## src/rtl/ulpi_reg_engine_pkg.sv

```systemverilog
// ULPI link-side constants shared by register-access logic.
// Holds TX CMD prefixes, well-known PHY register addresses and a TX CMD builder.
// No ports; imported by ulpi_reg_engine.
package ulpi_reg_engine_pkg;

    // TX CMD byte prefixes (bits [7:6]) for immediate register access
    localparam logic [1:0] TXCMD_REGW = 2'b10;
    localparam logic [1:0] TXCMD_REGR = 2'b11;

    // PHY register map (immediate addresses)
    localparam logic [5:0] ULPI_REG_VENDOR_ID_LO = 6'h00;
    localparam logic [5:0] ULPI_REG_FUNC_CTRL    = 6'h04;

    // Build a register-access TX CMD byte from prefix and address
    function automatic logic [7:0] txcmd(input logic [1:0] prefix, input logic [5:0] addr);
        return {prefix, addr};
    endfunction

endpackage

```

## src/rtl/ulpi_reg_engine.sv

```systemverilog
// ULPI register read/write engine: turns level REQ/ACK requests into ULPI TX CMD sequences.
// Latency: write with immediate NXT -> ACK 4 cycles after REQ is seen; reads add PHY turnaround.
// Backpressure: PHY stalls via NXT/DIR; controller holds REQ until ACK, ACK held until REQ drops.
// Ports: CLK/RST; REG_* controller side (ADDR, DATA_WRITE, DATA_READ, WRITE/READ REQ+ACK, TIMEOUT);
//        ULPI_* PHY side (DATA_IN/OUT/OE, DIR, NXT, STP).
module ulpi_reg_engine
    import ulpi_reg_engine_pkg::*;
#(
    parameter int TIMEOUT = 255
) (
    input  logic       CLK,
    input  logic       RST,
    input  logic [5:0] REG_ADDR,
    input  logic [7:0] REG_DATA_WRITE,
    output logic [7:0] REG_DATA_READ,
    input  logic       REG_WRITE_REQ,
    input  logic       REG_READ_REQ,
    output logic       REG_WRITE_ACK,
    output logic       REG_READ_ACK,
    output logic       REG_TIMEOUT,
    input  logic [7:0] ULPI_DATA_IN,
    output logic [7:0] ULPI_DATA_OUT,
    output logic       ULPI_DATA_OE,
    input  logic       ULPI_DIR,
    input  logic       ULPI_NXT,
    output logic       ULPI_STP
);

    typedef enum logic [3:0] {
        S_IDLE,
        S_W_CMD,
        S_W_DATA,
        S_W_STP,
        S_R_CMD,
        S_R_TURN,
        S_R_DATA,
        S_R_END,
        S_ACK
    } state_t;

    localparam logic [7:0] TIMEOUT_C = TIMEOUT[7:0];

    state_t     state_q, state_d;
    logic [7:0] cnt_q, cnt_d;
    logic       dir_prev_q, dir_prev_d;
    logic       is_wr_q, is_wr_d;
    logic [5:0] addr_q, addr_d;
    logic [7:0] wdata_q, wdata_d;
    logic       pending_q, pending_d;      // aborted transaction awaiting retry
    logic       idle_block_q, idle_block_d; // suppress start in the cycle ACK drops
    logic [7:0] rd_shadow_q, rd_shadow_d;
    logic [7:0] rd_data_q, rd_data_d;
    logic       timeout_q, timeout_d;
    logic       wr_ack_q, wr_ack_d;
    logic       rd_ack_q, rd_ack_d;
    logic [7:0] data_out_q, data_out_d;
    logic       oe_q, oe_d;
    logic       stp_q, stp_d;

    always_comb begin
        state_d      = state_q;
        cnt_d        = cnt_q;
        dir_prev_d   = ULPI_DIR;
        is_wr_d      = is_wr_q;
        addr_d       = addr_q;
        wdata_d      = wdata_q;
        pending_d    = pending_q;
        idle_block_d = 1'b0;
        rd_shadow_d  = rd_shadow_q;
        rd_data_d    = rd_data_q;
        timeout_d    = timeout_q;

        unique case (state_q)
            S_IDLE: begin
                // Bus is ours only after DIR has been low for two consecutive cycles
                if (!idle_block_q && !ULPI_DIR && !dir_prev_q) begin
                    if (pending_q) begin
                        pending_d = 1'b0;
                        state_d   = is_wr_q ? S_W_CMD : S_R_CMD;
                    end else if (REG_WRITE_REQ) begin
                        is_wr_d = 1'b1;
                        addr_d  = REG_ADDR;
                        wdata_d = REG_DATA_WRITE;
                        state_d = S_W_CMD;
                    end else if (REG_READ_REQ) begin
                        is_wr_d = 1'b0;
                        addr_d  = REG_ADDR;
                        state_d = S_R_CMD;
                    end
                end
            end
            S_W_CMD, S_W_DATA, S_R_CMD: begin
                if (ULPI_DIR) begin
                    // PHY took the bus before accepting: drop back and replay later
                    state_d   = S_IDLE;
                    pending_d = 1'b1;
                end else if (ULPI_NXT) begin
                    unique case (state_q)
                        S_W_CMD:  state_d = S_W_DATA;
                        S_W_DATA: state_d = S_W_STP;
                        default:  state_d = S_R_TURN;
                    endcase
                end else if (cnt_q == TIMEOUT_C) begin
                    state_d   = S_ACK;
                    timeout_d = 1'b1;
                end else begin
                    cnt_d = cnt_q + 8'd1;
                end
            end
            S_W_STP: begin
                state_d = S_ACK;
            end
            S_R_TURN: begin
                if (ULPI_DIR) begin
                    state_d = S_R_DATA;
                end else if (cnt_q == TIMEOUT_C) begin
                    state_d   = S_ACK;
                    timeout_d = 1'b1;
                end else begin
                    cnt_d = cnt_q + 8'd1;
                end
            end
            S_R_DATA: begin
                rd_shadow_d = ULPI_DATA_IN;
                state_d     = S_R_END;
            end
            S_R_END: begin
                // Read data is only published on a clean finish, so a timeout leaves it intact
                if (!ULPI_DIR) begin
                    state_d   = S_ACK;
                    rd_data_d = rd_shadow_q;
                end else if (cnt_q == TIMEOUT_C) begin
                    state_d   = S_ACK;
                    timeout_d = 1'b1;
                end else begin
                    cnt_d = cnt_q + 8'd1;
                end
            end
            S_ACK: begin
                if (is_wr_q ? !REG_WRITE_REQ : !REG_READ_REQ) begin
                    state_d      = S_IDLE;
                    idle_block_d = 1'b1;
                    timeout_d    = 1'b0;
                end
            end
            default: begin
                state_d = S_IDLE;
            end
        endcase

        if (state_d != state_q) begin
            cnt_d = 8'd0;
        end

        // Outputs registered from the next state so they line up with it
        data_out_d = 8'h00;
        unique case (state_d)
            S_W_CMD:  data_out_d = txcmd(TXCMD_REGW, addr_d);
            S_W_DATA: data_out_d = wdata_d;
            S_R_CMD:  data_out_d = txcmd(TXCMD_REGR, addr_d);
            default:  data_out_d = 8'h00;
        endcase
        oe_d     = (state_d == S_W_CMD) || (state_d == S_W_DATA) ||
                   (state_d == S_W_STP) || (state_d == S_R_CMD);
        stp_d    = (state_d == S_W_STP);
        wr_ack_d = (state_d == S_ACK) && is_wr_d;
        rd_ack_d = (state_d == S_ACK) && !is_wr_d;
    end

    always_ff @(posedge CLK) begin
        if (RST) begin
            state_q      <= S_IDLE;
            cnt_q        <= 8'd0;
            dir_prev_q   <= 1'b1;
            is_wr_q      <= 1'b0;
            addr_q       <= 6'd0;
            wdata_q      <= 8'h00;
            pending_q    <= 1'b0;
            idle_block_q <= 1'b0;
            rd_shadow_q  <= 8'h00;
            rd_data_q    <= 8'h00;
            timeout_q    <= 1'b0;
            wr_ack_q     <= 1'b0;
            rd_ack_q     <= 1'b0;
            data_out_q   <= 8'h00;
            oe_q         <= 1'b0;
            stp_q        <= 1'b0;
        end else begin
            state_q      <= state_d;
            cnt_q        <= cnt_d;
            dir_prev_q   <= dir_prev_d;
            is_wr_q      <= is_wr_d;
            addr_q       <= addr_d;
            wdata_q      <= wdata_d;
            pending_q    <= pending_d;
            idle_block_q <= idle_block_d;
            rd_shadow_q  <= rd_shadow_d;
            rd_data_q    <= rd_data_d;
            timeout_q    <= timeout_d;
            wr_ack_q     <= wr_ack_d;
            rd_ack_q     <= rd_ack_d;
            data_out_q   <= data_out_d;
            oe_q         <= oe_d;
            stp_q        <= stp_d;
        end
    end

    // OE drops combinationally the moment DIR rises or reset is applied so the
    // link never fights the PHY, and a reset never emits a stray STP.
    assign ULPI_DATA_OE  = oe_q && !ULPI_DIR && !dir_prev_q && !RST;
    assign ULPI_STP      = stp_q && !RST;
    assign ULPI_DATA_OUT = data_out_q;
    assign REG_DATA_READ = rd_data_q;
    assign REG_WRITE_ACK = wr_ack_q;
    assign REG_READ_ACK  = rd_ack_q;
    assign REG_TIMEOUT   = timeout_q;

endmodule

```

## config.mk

```make
export PLATFORM = sky130hd
export DESIGN_NAME = ulpi_reg_engine
export DESIGN_NICKNAME = d
export VERILOG_FILES = /design/src/rtl/ulpi_reg_engine_pkg.sv /design/src/rtl/ulpi_reg_engine.sv
export SDC_FILE = /design/constraint.sdc
export NUM_CORES = 1
export LEC_CHECK = 0
export CORE_MARGIN = 3
export CORE_UTILIZATION = 47
export DETAILED_ROUTE_END_ITERATION = 10
export PLACE_DENSITY = 0.77
export SYNTH_ARGS = -nofsm -noshare
export SYNTH_HDL_FRONTEND = slang
export SYNTH_SLANG_ARGS = --single-unit
```

## constraint.sdc

```tcl
create_clock -name CLK -period 2.2 [get_ports CLK]
set_clock_uncertainty 0.1 [all_clocks]
set_input_delay 0.55 -clock CLK [delete_from_list [all_inputs] [get_ports CLK]]
set_output_delay 0.55 -clock CLK [all_outputs]
set_load 0.05 [all_outputs]
```

* Yosys cells after proc, flatten, opt, wreduce, memory -nomap -nowiden
Cells that the tools add are included.
** Word-level totals
- Output and inout port bits :: 21
- Word-level logic and storage cells :: 116
- Flip-flop bits (word level) :: 59
** Operators by class
- Multiplexer cells :: 46
- Equality and inequality tests :: 22
- $add $sub $neg :: 1
- Reductions and logical operators :: 29
- Bitwise operators :: 2
** Operators with widths (number)
- 8-bit two-way mux :: 9
- 8-bit case mux with 3 select lines :: 2
- 4-bit two-way mux :: 10
- 6-bit two-way mux :: 5
- 4-bit case mux with 7 select lines :: 1
- 4-bit by 3-bit equality test with 1-bit output (second input constant) :: 5
- 4-bit by 2-bit equality test with 1-bit output (second input constant) :: 4
- 1-bit two-way mux :: 15
- 2-bit inequality test (second input constant) :: 7
- 8-bit by 1-bit adder with 8-bit output (second input constant) :: 1
- 4-bit by 1-bit equality test with 1-bit output (second input constant) :: 2
- 4-bit equality test (second input constant) :: 2
- 8-bit equality test (second input constant) :: 1
- 1-bit logical AND :: 8
- 1-bit logical NOT :: 7
- 3-bit case mux with 2 select lines :: 1
- 6-bit AND reduction :: 1
- 5-bit AND reduction :: 1
- 4-bit logical NOT :: 1
- 4-bit inequality test :: 1
- 1-bit case mux with 4 select lines :: 1
- 4-bit nonzero test :: 1
- 2-bit OR reduction :: 2
- 1-bit logical OR :: 3
- other kinds (8) :: 9

* Logic depth before layout (Yosys ltp)
- Depth after elaboration :: 9
- Depth in mapped cells :: 9
- Gate-level depth less buffers :: 7

* Least setup slack after synthesis
No wires, ideal clock.
- Kind :: input to output
- From :: input ULPI_DIR
- To :: output ULPI_DATA_OE
- Stages :: 4
- Arrival :: 2001 ps
- Slack :: -451 ps
- Buffers on the path :: 1
- Cell sequence :: buf_4 inv_2 nand2_1 nor3b_1
** On the way
- Longest elaborated chain between the ends :: 4
** RTL lines
- start: declaration :: line ulpi_reg_engine.sv:24 : input logic ULPI_DIR,
- 1-bit logical NOT :: line ulpi_reg_engine.sv:210 : assign ULPI_DATA_OE = oe_q && !ULPI_DIR && !dir_prev_q && !RST;
- 1-bit logical AND (3 in series) :: line ulpi_reg_engine.sv:210
- end: declaration :: line ulpi_reg_engine.sv:23 : output logic ULPI_DATA_OE,
Every way passes these cells.

* Worst setup path in the final report
- From :: register rd_data_q[5] (netlist: REG_DATA_READ[5])
- To :: output REG_DATA_READ[5]
** RTL lines
- start: declaration :: line ulpi_reg_engine.sv:52 : logic [7:0] rd_data_q, rd_data_d;
- start signal: assignment :: line ulpi_reg_engine.sv:198 : rd_data_q <= rd_data_d;
- end: declaration :: line ulpi_reg_engine.sv:15 : output logic [7:0] REG_DATA_READ,
No word-level cell between the ends.

==> flow_metrics.env <==
export IMPL_clock_sinks=59
export IMPL_drt_wl_total_mm=7.45
export IMPL_gp_congestion=0.879
export IMPL_syn_inst=309
export IMPL_synth_top_cell_area_share=0.427
export IMPL_die_y_um=82.7
export IMPL_finalCritPeriodShare=0.980
export IMPL_portBuffers=48
export IMPL_n_antenna_cell=0
export IMPL_slew_limit_headroom=0.644
export IMPL_grt_busiest_layer="met2"
export IMPL_post_route_util=0.717
export IMPL_end_kind="output pin"
export IMPL_die_w_um=82.7
export IMPL_cp_top_family="buffers and inverters"
export IMPL_num_rows=27
export IMPL_place_ws_ns=-0.609
export IMPL_synth_fp_nets=338
export IMPL_cts_buffer_depth=2
export IMPL_areaGrowthSynthToFinish_pct=45.5
export IMPL_grt_pass1_vias=2579
export IMPL_min_path_type="flop to flop"
export IMPL_yosysWarningCount=0
export IMPL_grt_met2_usage=0.405
export IMPL_yosysTopAreaCell="dfxtp_1"
export IMPL_ys_types=59
export IMPL_syn_area_per_cell_um2=8.94
export IMPL_final_nets=439
export IMPL_power_density_nw_per_um2=590
export IMPL_synth_flop_cell="dfxtp_1"
export IMPL_dp_hpwl_mm=5.31
export IMPL_wire_per_inst_um=15.3
export IMPL_total_power_mw=2.37
export IMPL_crit_fanout=2
export IMPL_holdPathEnd="rd_shadow_q[5]$_SDFFE_PP0P_"
export IMPL_cp_slowest_cell="clkdlybuf4s50_1"
export IMPL_outcome="complete, no violations"
export IMPL_grt_max_degree=27
export IMPL_drv_slew=0
export IMPL_fmax_ghz=0.464
export IMPL_via_count=2623
export IMPL_cp_arrival_ns=1.51
export IMPL_met1_usage=0.275
export IMPL_clock_root_buffer="clkbuf_8"
export IMPL_fin_ws_ns=0.0448
export IMPL_viasPerCell=5.39
export IMPL_ios=49
export IMPL_cts_hold_buf=0
export IMPL_antenna_left=0
export IMPL_finalNonFillerCells=487
export IMPL_cp_slowest_stage_delay_ns=0.81
export IMPL_path_cells="clkdlybuf4s50_1"
export IMPL_firstDrtPassIters=4
export IMPL_worstPathRequired_ns=1.55
export IMPL_yosys_top_cells_area="dfxtp_1 43%, mux2i_1 6.2%, nor2_1 4.8%"
export IMPL_cts_clk_slew_worst_paths_ns=0.07
export IMPL_synth_seq_cells=59
export IMPL_grt_first_pass_wirelength_mm=12.1
export IMPL_synth_seq_area_share=0.427
export IMPL_finalHoldViolations=0
export IMPL_rsz0062_at_grt="yes"
export IMPL_reg2reg_from="cnt_q[0]$_SDFFE_PP0P_"
export IMPL_grt_usage=0.232
export IMPL_synth_edf_count=0
export IMPL_ff2ff_setup_slack_ns=0.09
export IMPL_period_needed_ns=2.16
export IMPL_worst_pin_slew_ns=0.533
export IMPL_r2r_cells=8
export IMPL_whs_path_depth=2
export IMPL_synthArstFlopShare=0
export IMPL_start_util=0.493
export IMPL_drc=0
export IMPL_vdd_drop_max_mv=0.461
export IMPL_leakage_nw=1.57
export IMPL_r2r_end="ULPI_DATA_OUT[2]$_SDFF_PP0_"
export IMPL_synth_most_common_cell="dfxtp_1"
export IMPL_ctsHtreeMaxLevel=3
export IMPL_placed_cells=467
export IMPL_die_area_um2=6840
export IMPL_clock_latency_ns=0.34
export IMPL_fillCellCount=439
export IMPL_drt_iter0_drc=178
export IMPL_worstSetupPathType="flop to output pin"
export IMPL_grt_antenna_before_repair=0
export IMPL_cap_violations=0
export IMPL_fp_coreArea_um2=5610
export IMPL_netlist_area_um2=2760
export IMPL_path_buf_inv=1
export IMPL_synth_common_cells="59 x dfxtp_1, 35 x nor2_1, 28 x nand2_1"
export IMPL_hold_start="rd_shadow_q[5]$_SDFFE_PP0P_"
export IMPL_start_kind="flop"
export IMPL_grt_ovfl_total=0
export IMPL_drive_above_1_share=0.272
export IMPL_grtUsageMet3=0.0542
export IMPL_cts_tree="built"
export IMPL_cts_buffers=9
export IMPL_setup_violations=0
layout make-up:
| type | instances | area, um^2 | share of cell area |
|---|---|---|---|
| clock inverter | 5 | 77.6 | 0.0193 |
| sequential | 59 | 1190 | 0.295 |
| multi-input combinational | 224 | 1500 | 0.374 |
| timing repair buffer | 111 | 1010 | 0.252 |
| clock buffer | 11 | 131 | 0.0327 |
| tap | 72 | 90.1 | 0.0224 |
| inverter | 5 | 21.3 | 0.00529 |
flip-flops by register name, indices dropped and copies added (netlist names):
signal and cells:
REG_DATA_READ 8, REG_READ_ACK 1, REG_TIMEOUT 1, REG_WRITE_ACK 1, ULPI_DATA_OUT 8, addr_q 6
cnt_q 8, dir_prev_q 1, idle_block_q 1, is_wr_q 1, oe_q 1, pending_q 1
rd_shadow_q 8, state_q 4, stp_q 1, wdata_q 8
kinds of logic after synthesis:
family | synth area share
adder cells (fa/ha/maj) | 0.00453
XOR/XNOR | 0.0281
AND/OR/NAND/NOR | 0.251
flip-flops | 0.427
buffers and inverters | 0.0561
multiplexers | 0.0656
AO/OA/AOI/OAI | 0.167
how the worst max path moves through the flow:
stage | depth (start not counted) | startpoint | end
detailed placement | 9 | ULPI_DIR | ULPI_DATA_OUT[0]$_SDFF_PP0_
floorplan | 4 | ULPI_DIR | ULPI_DATA_OE
finish | 1 | REG_DATA_READ[5]$_SDFFE_PP0P_ | REG_DATA_READ[5]
CTS | 8 | cnt_q[0]$_SDFFE_PP0P_ | cnt_q[7]$_SDFFE_PP0P_
global placement | 9 | ULPI_DIR | cnt_q[1]$_SDFFE_PP0P_
global route | 8 | state_q[0]$_SDFF_PP0_ | ULPI_DATA_OUT[2]$_SDFF_PP0_
worst reg2reg max path, delay by kind of cell (launching register included):
| family | cells | cell delay (ns) |
|---|---|---|
| buf+inv | 2 | 0.30 |
| simple gates | 2 | 0.39 |
| xor+xnor | 1 | 0.14 |
| compound gates | 2 | 0.58 |
| fa+ha+maj | 1 | 0.14 |
| flops | 1 | 0.35 |
routing by layer:
metal,part of all wire,wire length [um],vias up
li1,-,-,1305
met4,0.015,110,0
met3,0.055,407,10
met2,0.52,3870,78
met5,0,0,-
met1,0.41,3070,1230
cell usage in the layout, fill, tap and decap left out, types with 2 or more instances in the layout:
cell | synthesis | routed
a31oi_1 | 2 | 2
nand2_1 | 28 | 27
nand2b_1 | 4 | 4
dfxtp_2 | 0 | 5
nor3_2 | 1 | 2
nor2_2 | 2 | 2
clkbuf_1 | 7 | 2
a211oi_1 | 2 | 2
a21oi_1 | 25 | 25
clkdlybuf4s50_1 | 0 | 39
nor2b_1 | 7 | 5
buf_12 | 0 | 5
buf_6 | 6 | 3
o21ai_0 | 8 | 6
nand4_1 | 3 | 3
nand3_1 | 17 | 17
xor2_1 | 6 | 6
clkinv_2 | 0 | 2
and2_1 | 4 | 3
buf_4 | 1 | 58
mux2i_1 | 17 | 16
and3_1 | 4 | 4
a32o_1 | 7 | 7
nor3_1 | 9 | 8
a21o_1 | 2 | 2
clkbuf_8 | 0 | 9
bufinv_16 | 0 | 2
nor3b_1 | 3 | 2
o21ai_1 | 5 | 6
inv_1 | 4 | 4
nand2_2 | 1 | 2
dfxtp_1 | 59 | 54
dlygate4sd2_1 | 0 | 4
nor2_1 | 35 | 35
what timing repair did:
action | 4_1_cts | 5_1_grt
pin swaps | 5 | 8
setup buffers | 2 | 2
hold endpoints to repair | 0 | 0
endpoints found under the setup margin | 20 | 19
gates resized for setup | 19 | 16
stage by stage:
stage / setup TNS [ns] / hold slack [ns] / cell area, um^2
final: 0 / 0.360 / 4020
after global routing: -0.0165 / 0.390 / 4020
after CTS: 0 / 0.358 / 3970
after detailed placement: -13.36 / 0.349 / 3700
after global placement: -11.57 / 0.343 / 3700
after floorplan: 0 / 0.336 / 2770
power breakdown:
group / switching [mW] / internal [mW] / leakage [nW]
combinational: 0.109 / 0.120 / 0.984
clock: 0.421 / 0.634 / 0.103
sequential: 0.00854 / 1.08 / 0.479
total: 0.539 / 1.84 / 1.57
No activity file was read; power rests on OpenSTA's default activity.
